--- src/rtl/syscall_pkg.sv ---
// Shared definitions for the syscall handling logic.
//   SYSCALL_*  : $v0 function codes recognised by the CPU. Only HALT is
//                acted on by syscall_unit; PRINT_INT / PRINT_HEX are
//                reserved for the display decode that lives elsewhere.
//   sc_state_e : run/halt state encoding of the syscall FSM.
package syscall_pkg;

  localparam int unsigned SYSCALL_PRINT_INT = 1;
  localparam int unsigned SYSCALL_HALT      = 10;
  localparam int unsigned SYSCALL_PRINT_HEX = 34;

  typedef enum logic {
    ST_RUN  = 1'b0,
    ST_HALT = 1'b1
  } sc_state_e;

endpackage

--- src/rtl/syscall_unit.sv ---
// syscall_unit: executes the MIPS-style `syscall` instruction for the
// single-cycle CPU.
//   A halt code on regSValue stops the CPU (enable=0) until an operator
//   resume pulse or a reset; any other code latches regTValue into the
//   display register that drives the board LEDs / 7-segment output.
// Ports:
//   clock          in   system clock, rising edge
//   reset          in   synchronous active-high reset
//   regSValue      in   syscall function code ($v0)
//   regTValue      in   syscall argument ($a0)
//   syscall        in   decoded instruction is a syscall (level)
//   continue_i     in   operator resume request; named with a suffix
//                       because `continue` is a SystemVerilog keyword
//   enable         out  CPU run enable (1 = run, 0 = halted), registered
//   syscallOutput  out  last displayed argument, registered
module syscall_unit
  import syscall_pkg::*;
#(
  parameter int                    DATA_WIDTH = 32,
  parameter logic [DATA_WIDTH-1:0] HALT_CODE  = DATA_WIDTH'(SYSCALL_HALT)
) (
  input  logic                  clock,
  input  logic                  reset,
  input  logic [DATA_WIDTH-1:0] regSValue,
  input  logic [DATA_WIDTH-1:0] regTValue,
  input  logic                  syscall,
  input  logic                  continue_i,
  output logic                  enable,
  output logic [DATA_WIDTH-1:0] syscallOutput
);

  sc_state_e             state_q, state_d;
  logic                  enable_q, enable_d;
  logic [DATA_WIDTH-1:0] disp_q, disp_d;

  always_comb begin
    state_d = state_q;
    disp_d  = disp_q;
    case (state_q)
      ST_RUN: begin
        if (syscall) begin
          // Full-width compare: a code only matching in the low bits is
          // treated as a display request, not a halt.
          if (regSValue == HALT_CODE) state_d = ST_HALT;
          else                        disp_d  = regTValue;
        end
      end
      ST_HALT: begin
        // CPU is stalled, so syscall/register inputs are stale here;
        // only the resume pulse matters, which also prevents a re-halt
        // in the resume cycle.
        if (continue_i) state_d = ST_RUN;
      end
    endcase
    // Enable is registered from the next state so it changes on the
    // same edge as the state, with no input-to-output path.
    enable_d = (state_d == ST_RUN);
  end

  always_ff @(posedge clock) begin
    if (reset) begin
      state_q  <= ST_RUN;
      enable_q <= 1'b1;
      disp_q   <= '0;
    end else begin
      state_q  <= state_d;
      enable_q <= enable_d;
      disp_q   <= disp_d;
    end
  end

  assign enable        = enable_q;
  assign syscallOutput = disp_q;

endmodule

--- config.mk ---
export PLATFORM = sky130hd
export DESIGN_NAME = syscall_unit
export DESIGN_NICKNAME = d
export VERILOG_FILES = /design/src/rtl/syscall_pkg.sv /design/src/rtl/syscall_unit.sv
export SDC_FILE = /design/constraint.sdc
export NUM_CORES = 1
export LEC_CHECK = 0
export BUFFER_PORTS_ARGS = -buffer_cell sky130_fd_sc_hd__buf_2
export CORE_UTILIZATION = 42
export DETAILED_ROUTE_END_ITERATION = 10
export PLACE_DENSITY = 0.78
export SYNTH_ARGS = -nofsm -noshare
export SYNTH_HDL_FRONTEND = slang
export SYNTH_SLANG_ARGS = --single-unit
export TNS_END_PERCENT = 5
--- constraint.sdc ---
create_clock -name clock -period 1.5 [get_ports clock]
set_clock_uncertainty 0.15 [all_clocks]
set_input_delay 0.225 -clock clock [delete_from_list [all_inputs] [get_ports clock]]
set_output_delay 0.225 -clock clock [all_outputs]
set_load 0.01 [all_outputs]
**Word-level counts from Yosys, hierarchy flattened**

Cells that the tools add are included.

- Eq/ne operators: 1
- Mux-type cells: 4
- Bitwise gates (word level): 3
- Reductions and logical operators: 1

Operators by type and width:

| operator | number |
|---|---|
| 32-bit by 4-bit equality test with 1-bit output (second input constant) | 1 |
| 1-bit two-way mux | 3 |
| 1-bit inverter | 3 |
| 3-bit AND reduction | 1 |
| 1-bit one-hot mux with 2 select lines | 1 |

- Register bits: 34
- Output and inout bits: 33

**Longest topological paths before layout**

Gate-level depths: netlist (run 1).

- Depth after elaboration: 5
- Mapped depth: 5
- Depth with buffers taken out: 4

**Worst setup path before layout (run 1)**

OpenSTA, ideal clock, no wires.

- Path type: input to register
- Start point: input regSValue[3]
- End point: register disp_q[0] (netlist: syscallOutput[0])
- Library setup time: 0.072 ns
- Data arrival time: 1.172 ns
- Data required time: 1.278 ns
- Path slack: 0.106 ns
- Stages: 5
- Buffers on the path: 1
- Path through: nor4b_2 and4_1 a21boi_4 buf_6 mux2i_1

- Word-level cells in the longest chain between the ends: 3

RTL lines:

| item | line | source |
|---|---|---|
| from (decl) | syscall_unit.sv:24 | `input logic [DATA_WIDTH-1:0] regSValue,` |
| 32-bit by 4-bit equality test with 1-bit output | syscall_unit.sv:44 | `if (regSValue == HALT_CODE) state_d = ST_HALT;` |
| 1-bit inverter (no source line) | n/a |  |
| 3-bit AND reduction (no source line) | n/a |  |
| to (signal assigned) | syscall_unit.sv:68 | `disp_q <= disp_d;` |
| to (decl) | syscall_unit.sv:34 | `logic [DATA_WIDTH-1:0] disp_q, disp_d;` |

Every way passes these cells.
A chain may end at the register's enable or synchronous reset.

**Final worst setup path (run 1)**

- Start point: register state_q
- End point: register disp_q[14] (netlist: syscallOutput[14])

- Word-level cells in the longest chain between the ends: 2

RTL lines:

| item | line | source |
|---|---|---|
| from (decl) | syscall_unit.sv:32 | `sc_state_e state_q, state_d;` |
| from (signal assigned) | syscall_unit.sv:66 | `state_q <= state_d;` |
| 1-bit inverter | n/a |  |
| 3-bit AND reduction (no source line) | n/a |  |

Every way passes these cells.

==> results of run 1 <==
[registers in the layout, summed over array words and instances (netlist names)]
name and flops:
enable 1, state_q 1, syscallOutput 32
[how the worst min path moves through the flow]
stage                 startpoint           endpoint  slack [ps]
6_report           regTValue[30]  syscallOutput[30]          50
4_1_cts            regTValue[30]  syscallOutput[30]          40
5_1_grt            regTValue[10]  syscallOutput[10]          40
3_3_place_gp   syscallOutput[17]  syscallOutput[17]         300
3_5_place_dp   syscallOutput[25]  syscallOutput[25]         310
2_1_floorplan       regTValue[0]   syscallOutput[0]         230
[cells in the final DEF (no fill, tap or decap)]
cell,instances
buf_2,100
nand2b_1,65
dfxtp_1,34
mux2i_1,32
nor4_1,6
clkbuf_8,5
buf_12,3
and4_1,2
nor2b_1,2
clkinv_2,2
nor4b_1,1
nor4b_2,1
a21boi_4,1
inv_1,1
a32o_1,1
[critical path: cells and delay by family, from the launching register on]
kind | cells | cell delay (ps)
AND/OR/NAND/NOR | 1 | 150
AO/OA/AOI/OAI | 1 | 260
buffers and inverters | 1 | 190
multiplexers | 1 | 200
flip-flops | 1 | 310
[routing by layer]
layer	share of wire	wire length [µm]
met1	0.47	1590
met2	0.46	1560
met3	0.057	193
met4	0.0092	31
met5	0	0
[final cells by class]
class	instances	area (µm²)	share of cell area
clock inverter	2	10.0	0.00449
sequential	34	681	0.305
inverter	1	3.75	0.00168
multi-input combinational	111	847	0.380
tap	46	57.6	0.0258
clock buffer	5	68.8	0.0309
timing repair buffer	103	561	0.252
[metrics by stage]
stage                     cells  hold WS (ps)  setup TNS [ps]
after floorplan             156           230               0
after global placement      295           303           -2170
after detailed placement    295           311           -1880
after CTS                   302          44.9               0
after global routing        302          43.5               0
final                       302          50.0               0
[power groups by stage]
stage	combinational [mW]	sequential (mW)	clock (mW)
2_1_floorplan	0.145	1.03	0
3_3_place_gp	0.333	1.00	0
3_5_place_dp	0.337	1.00	0
4_1_cts	0.338	0.983	0.636
5_1_grt	0.366	0.987	0.687
6_report	0.333	0.982	0.616
[cells by family after synthesis]
group	Yosys count
simple gates	77
mux	32
compound gates	2
flops	34
buf+inv	11
==> run metrics, run 1 <==
die width=63.6 µm; largest cells by area after synthesis=dfxtp_1 (43%), nand2b_1 (26%), mux2i_1 (20%), nor4_1 (2.4%), buf_6 (2.1%); Worst Setup EP=syscallOutput[14]; RSZ-0062 raised after global routing=false; startpoint types=flop; Highest Clock Rate=0.741 GHz; worst hold path depth=3; Lkg Pwr=1.13 nW; initial antenna violation count=0; Min-Delay Path Class=in -> reg; # nets final=324; die area=0.00404 mm²; HPWL after DPL=2.52 mm; post-synthesis mux area share=0.201; diode count=0; CP required=1550 ps; grt met2 use=0.286; vias=1371; Filler cells=308; sw power=0.472 mW; final-report max-slew violation count=0; initial DRC count=71; Compound-Gate Fraction of Synth Area=0.0181; xor-xnor portion of the synthesized cell area=0; Total Routing Usage GR=0.178; Critical Path Max Stage Delay=310 ps; Crit Reg-Reg Endpoint=syscallOutput[14]; flops & latches, synth=34; Switching Share=0.244; Area Overhead vs Synth=40.0%; worst r2r path cells=4; syn_area_per_cell=10.2 µm²; per-cell routed wire length=11.2 µm; grt peak-use layer=met2; main combinational cell family by area after synthesis=simple AND/OR/NAND/NOR gates; Final Total Pwr=1.93 mW; Initial Util=0.459; Inserted Clock Buffers=5; FF-to-FF Start=state_q; mapped cell area=0.00159 mm²; post-route cell area=0.00223 mm²; final setup fails=0; CTS Buffer Depth=2; Adder-Cell Fraction of Synth Area=0; CP Capture Type=flop; top-area cell type share of the netlist area=0.428; Setup Fix Bufs, Post-CTS=0; most common cell in the synthesized netlist=nand2b_1; grt met1 use=0.226; drt drc=0; outcome=finished, final reports clean; Setup WS pre-CTS=-71.1 ps; area share of and/or/nand/nor cells after synthesis=0.313; Comb power frac=0.172; final WL=3.37 mm; Vias/cell=4.54; ys async rst share=0; CP Class=reg -> reg; PwrDens=866 mW/mm²; Setup crit start=state_q; clk_lat worst skew=270 ps; Worst Path Arrival=1400 ps; Final period util=0.900; CTS H-tree lvls=2; reg2reg setup slack=150 ps; cell breakdown of the critical path=nor2b_1 > a21boi_4 > buf_12 > mux2i_1; Die H=63.6 µm; commonest cells in the synthesized netlist=nand2b_1 (65), dfxtp_1 (34), mux2i_1 (32), clkbuf_1 (7), nor4_1 (6); Least-Margin Pin Slew=234 ps; sequential share of power=0.509; EDFF count, synth=0; worst vdd ir=532 µV; global-route wire length before repair=5.71 mm; top_reg_cell synth=dfxtp_1; CTS Root Cell=clkbuf_8; sequential fraction of the synthesis area=0.428; area leader, netlist=dfxtp_1; largest net degree at the start of global routing=67; critical path peak fanout=15; Worst-path clk slew=70 ps; library cells used by synthesis=13; met3 usage in global routing=0.0471; Yosys warning total=0; First-pass DRT Iterations=4; Rows=21; max_slew headroom=0.843; layout cells sized above 1=0.438; Critical-path top delay cell=dfxtp_1; post-CTS sizing=0; placed inst area=0.00215 mm²; Core Util, Final=0.642; Final Wtd Congestion=0.743; clock sink count=34; final hold vios=0; setup ws final=150 ps; GRT Residual Overflow=0; clock power share=0.319; post-route ant nets=0; min Tclk post-route=1350 ps; CORE AREA=0.00347 mm²; cells after synthesis=156; Port-buffer cells=100; Internal=1.46 mW; num ports=101; vias in the first global route=1281; CTS tree=yes; CTS Hold Bufs=0; syn_nets=224; max-cap check violation count=0
Note: power is estimated with default switching activity, not from simulation.
==> run 2: changes to the inputs <==
--- a/config.mk
+++ b/config.mk
@@ -6,9 +6,9 @@
 export NUM_CORES = 1
 export LEC_CHECK = 0
 export BUFFER_PORTS_ARGS = -buffer_cell sky130_fd_sc_hd__buf_2
-export CORE_UTILIZATION = 42
+export CORE_UTILIZATION = 25
 export DETAILED_ROUTE_END_ITERATION = 10
-export PLACE_DENSITY = 0.78
+export PLACE_DENSITY = 0.51
 export SYNTH_ARGS = -nofsm -noshare
 export SYNTH_HDL_FRONTEND = slang
 export SYNTH_SLANG_ARGS = --single-unit
==> run 2 against run 1 <==
Via count up 0.66%. Sequential power about the same. Combinational power down 1%. Utilization down 26 points. Critical endpoint is now syscallOutput[28].
==> run metrics, run 2 (synthesized netlist as in run 1, its figures left out) <==
final hold vios=0 (unchanged); Critical-path top delay cell=dfxtp_1; Area Overhead vs Synth=46.0%; Min-Delay Path Class=in -> reg; CTS tree=yes; final WL=3.45 mm (+2.2%); Setup WS pre-CTS=-130 ps (-58.9 ps); cell breakdown of the critical path=nor2b_1 > a21boi_4 > buf_12 > mux2i_1; post-route ant nets=0 (unchanged); max_slew headroom=0.821 (-0.0219); max reg flops=32 (unchanged); startpoint types=flop; Vias/cell=4.14 (-8.7%); reg2reg setup slack=130 ps (-20 ps); Final Wtd Congestion=0.644 (-13%); die width=81.8 µm (+29%); largest net degree at the start of global routing=34 (-49%); die area=0.00669 mm² (+66%); Filler cells=642 (+110%); num ports=101 (unchanged); Die H=81.8 µm (+29%); initial antenna violation count=0 (unchanged); Least-Margin Pin Slew=267 ps (+32.5 ps); clk_lat worst skew=280 ps (about the same); drt drc=0 (unchanged); Inserted Clock Buffers=5 (unchanged); layout cells sized above 1=0.442 (+0.00436); CTS Buffer Depth=2 (unchanged); per-cell routed wire length=10.4 µm (-7.3%); Final period util=0.915 (+0.0157); most frequent cells in the layout=buf_2 (100), nand2b_1 (65), dfxtp_1 (34); Critical Path Max Stage Delay=310 ps (about the same); setup ws final=127 ps (-23.5 ps); CTS Root Cell=clkbuf_8; Setup Fix Bufs, Post-CTS=0 (unchanged); smallest hold slack=42.0 ps (-7.97 ps); post-CTS sizing=0 (unchanged); global-route wire length before repair=5.60 mm (-2.1%); HPWL after DPL=2.61 mm (+3.5%); max-cap check violation count=0 (unchanged); PwrDens=1010 mW/mm² (+16%); clock sink count=34 (unchanged); CORE AREA=0.00603 mm² (+74%); min Tclk post-route=1370 ps (+23.5 ps); CTS H-tree lvls=2 (unchanged); final-report max-slew violation count=0 (unchanged); Total Routing Usage GR=0.111 (-0.0675); vias=1380 (+0.66%); # nets final=325 (+0.31%); initial DRC count=19 (-73%); Initial Util=0.264 (-0.195); Port-buffer cells=100 (unchanged); Worst Path Arrival=1430 ps (+30 ps); vias in the first global route=1268 (-1.0%); GRT Residual Overflow=0 (unchanged); critical path peak fanout=19 (+4); CP Class=reg -> reg; CP required=1560 ps (about the same); CTS Hold Bufs=0 (unchanged); outcome=finished, final reports clean; RSZ-0062 raised after global routing=false; CP Capture Type=flop; Lkg Pwr=1.15 nW (+2.5%); commonest non-fill, non-tap cell in the layout=buf_2; worst vdd ir=413 µV (-22%); Worst-path clk slew=70 ps (about the same); diode count=0 (unchanged); First-pass DRT Iterations=4 (unchanged); final setup fails=0 (unchanged); Rows=28 (+33%); Highest Clock Rate=0.728 GHz (-1.7%)
==> run 2: changes by cell type in the layout (fill, tap and decap cells not counted) <==
cell,delta
buf_4,+2
clkbuf_8,+1
clkinv_2,-2
buf_12,-1
bufinv_16,+2
==> run 2: final cells by class <==
class,instances,area [µm²],area share
Clock buffer,6,82.6,0.0355
Clock inverter,2,60.1,0.0258
Inverter,1,3.75,0.00162
Multi-Input combinational cell,111,847,0.365
Sequential cell,34,681,0.293
Tap cell,75,93.8,0.0404
Timing Repair Buffer,104,556,0.239
==> run 2: critical path: cells and delay by family, from the launching register on <==
family	cells	cell delay, ps
buf+inv	1	210
mux	1	200
flops	1	310
compound gates	1	270
simple gates	1	150
==> run 2: routing by layer <==
metal,up-vias,share of wire,global-route usage
met5,-,0,0
met4,0,0.0090,0.0316
met3,4,0.082,0.0556
met2,46,0.46,0.180
met1,612,0.45,0.127
li1,718,-,-
==> run 2: final timing paths <==
kind,start,to,cells after the start
worst max-delay path,state_q,syscallOutput[28],4
worst min-delay path,regTValue[6],syscallOutput[6],3
worst max register to register,state_q,syscallOutput[28],4
worst min register to register,syscallOutput[30],syscallOutput[30],2
==> run 2: power by group <==
group	internal, mW	switching (mW)	total, mW
clock network	0.709	0.326	1.03
logic	0.189	0.139	0.329
registers	0.956	0.0256	0.982
total	1.85	0.491	2.34
==> run 2: through the flow <==
stage | setup TNS (ps) | instances | power [mW] | utilization | instance area (µm²)
2_1_floorplan | 0 | 156 | 1.17 | - | 1590
3_3_place_gp | -3690 | 325 | 1.34 | 0.362 | 2180
3_5_place_dp | -3750 | 325 | 1.34 | 0.362 | 2180
4_1_cts | 0 | 333 | 2.39 | 0.386 | 2320
5_1_grt | 0 | 333 | 2.47 | 0.386 | 2320
6_report | 0 | 333 | 2.34 | 0.386 | 2320
==> run 3: changes to the inputs <==
--- a/config.mk
+++ b/config.mk
@@ -6,6 +6,7 @@
 export NUM_CORES = 1
 export LEC_CHECK = 0
 export BUFFER_PORTS_ARGS = -buffer_cell sky130_fd_sc_hd__buf_2
+export CORE_ASPECT_RATIO = 1.25
 export CORE_UTILIZATION = 25
 export DETAILED_ROUTE_END_ITERATION = 10
 export PLACE_DENSITY = 0.51
==> constraint.sdc (replaced) <==
create_clock -name clock -period 1.7 [get_ports clock]
set_clock_uncertainty 0.15 [all_clocks]
set_input_delay 0.255 -clock clock [delete_from_list [all_inputs] [get_ports clock]]
set_output_delay 0.255 -clock clock [all_outputs]
set_load 0.01 [all_outputs]
==> run 3 against run 2 <==
Sequential power is 12% lower. Clock power is 42% lower. Non-clock buffer count is 1 lower. Critical path type unchanged. Combinational power is 11% lower. Utilization is 1.4 points lower. Flip-flop and latch count stayed put. Largest cell class unchanged. Power is 25% lower. Global-route usage is 0.69 points lower. Register-to-register slack better by 220 ps. Highest routed layer unchanged.
==> run metrics, run 3 (synthesized netlist as in run 1, its figures left out) <==
Initial Util=0.258 (-0.00600); Total Routing Usage GR=0.104 (-0.00692); final-report max-slew violation count=0 (unchanged); outcome=finished, final reports clean; PwrDens=769 mW/mm² (-24%); die area=0.00669 mm² (about the same); hold path start=regTValue[5]; Area Overhead vs Synth=43.9%; vias=1392 (+0.87%); Hold EP=syscallOutput[5]; final setup fails=0 (unchanged); Inserted Clock Buffers=5 (unchanged); Worst Path Arrival=1410 ps (-20 ps); per-cell routed wire length=10.1 µm (-2.1%); Setup Fix Bufs, Post-CTS=0 (unchanged); commonest non-fill, non-tap cell in the layout=buf_2; Highest Clock Rate=0.739 GHz (+1.4%); die width=73.4 µm (-10%); # nets final=324 (-0.31%); GRT Residual Overflow=0 (unchanged); worst vdd ir=308 µV (-25%); drt drc=0 (unchanged); Critical Path Max Stage Delay=310 ps (about the same); Port-buffer cells=100 (unchanged); max reg flops=32 (unchanged); num ports=101 (unchanged); clk_lat worst skew=270 ps (about the same); CTS tree=yes; post-route cell area=0.00229 mm² (-1.5%); min Tclk post-route=1350 ps (-19.5 ps); Final Wtd Congestion=0.642 (-0.31%); Min-Delay Path Class=in -> reg; diode count=0 (unchanged); Final period util=0.796 (-0.119); CTS Hold Bufs=0 (unchanged); CORE AREA=0.00617 mm² (+2.3%); cell breakdown of the critical path=nor2b_1 > a21boi_4 > buf_12 > mux2i_1; Least-Margin Pin Slew=238 ps (-28.4 ps); max-cap check violation count=0 (unchanged); post-CTS sizing=0 (unchanged); CTS Root Cell=clkbuf_8; CTS H-tree lvls=2 (unchanged); largest net degree at the start of global routing=67 (+97%); First-pass DRT Iterations=4 (unchanged); Final TNS setup=0 ps (unchanged); Rows=32 (+14%); critical path peak fanout=18 (-1); CTS Buffer Depth=2 (unchanged); most frequent cells in the layout=buf_2 (100), nand2b_1 (65), dfxtp_1 (34); final WL=3.47 mm (+0.58%); layout cells sized above 1=0.436 (-0.00606); worst r2r path cells=4 (unchanged); final hold vios=0 (unchanged); FF/Latch Area=681 µm² (unchanged); multi-input logic area=847 µm² (unchanged); vias in the first global route=1265 (-0.24%); Lkg Pwr=1.13 nW (-2.0%); Critical-path top delay cell=dfxtp_1; global-route wire length before repair=5.33 mm (-4.8%); Worst-path clk slew=70 ps (about the same); Crit Reg-Reg Endpoint=syscallOutput[0]; clock sink count=34 (unchanged); initial DRC count=31 (+12); FF-to-FF Start=state_q; Die H=91.2 µm (+12%); HPWL after DPL=2.48 mm (-4.8%); CP required=1760 ps (+200 ps); placed inst area=0.00220 mm² (+0.80%); initial antenna violation count=0 (unchanged); RSZ-0062 raised after global routing=false; reg2reg setup slack=350 ps (+220 ps); startpoint types=flop; max_slew headroom=0.840 (+0.0191); CP Capture Type=flop; post-route ant nets=0 (unchanged); Filler cells=645 (+0.47%); CP Class=reg -> reg; worst hold path depth=3 (unchanged); Vias/cell=4.07 (-1.8%)
run 3: report_power, final:
group / switching [mW] / internal (mW)
sequential: 0.0224 / 0.844
combinational: 0.125 / 0.169
clock: 0.274 / 0.326
run 3: final cells by class:
type                    instances  area share
inverters                       1     0.00164
clock inverters                 1     0.00219
clock buffers                   7      0.0377
flip-flops and latches         34       0.297
multi-input cells             111       0.370
repair buffers                103       0.245
well taps                      85      0.0464
run 3: how the worst max path moves through the flow:
stage | start | to | slack (ps)
after floorplan | regSValue[3] | syscallOutput[0] | 280
after global placement | regSValue[28] | syscallOutput[7] | 50
after detailed placement | regSValue[28] | syscallOutput[12] | 70
after CTS | state_q | syscallOutput[12] | 330
after global routing | state_q | syscallOutput[29] | 260
final | state_q | syscallOutput[0] | 350
run 3: critical path: cells and delay by family (launching register included):
kind	cells	cell delay [ps]
buffers and inverters	1	210
flip-flops	1	310
AO/OA/AOI/OAI	1	270
AND/OR/NAND/NOR	1	150
multiplexers	1	190
run 3: through the flow:
stage / total power, mW / cells / hold slack, ps / utilization / setup slack, ps
2_1_floorplan: 1.03 / 156 / 260 / - / 276
5_1_grt: 1.86 / 342 / 80.7 / 0.371 / 258
3_3_place_gp: 1.18 / 334 / 306 / 0.357 / 54.5
3_5_place_dp: 1.18 / 334 / 306 / 0.357 / 67.2
6_report: 1.76 / 342 / 78.7 / 0.371 / 346
4_1_cts: 1.80 / 342 / 68.2 / 0.371 / 329
run 3: per-layer routing:
metal / up-vias / GRT usage / share of wire
met2: 70 / 0.173 / 0.43
met4: 0 / 0.0529 / 0.022
met5: - / 0 / 0
met3: 5 / 0.0311 / 0.083
li1: 717 / - / -
met1: 600 / 0.118 / 0.46
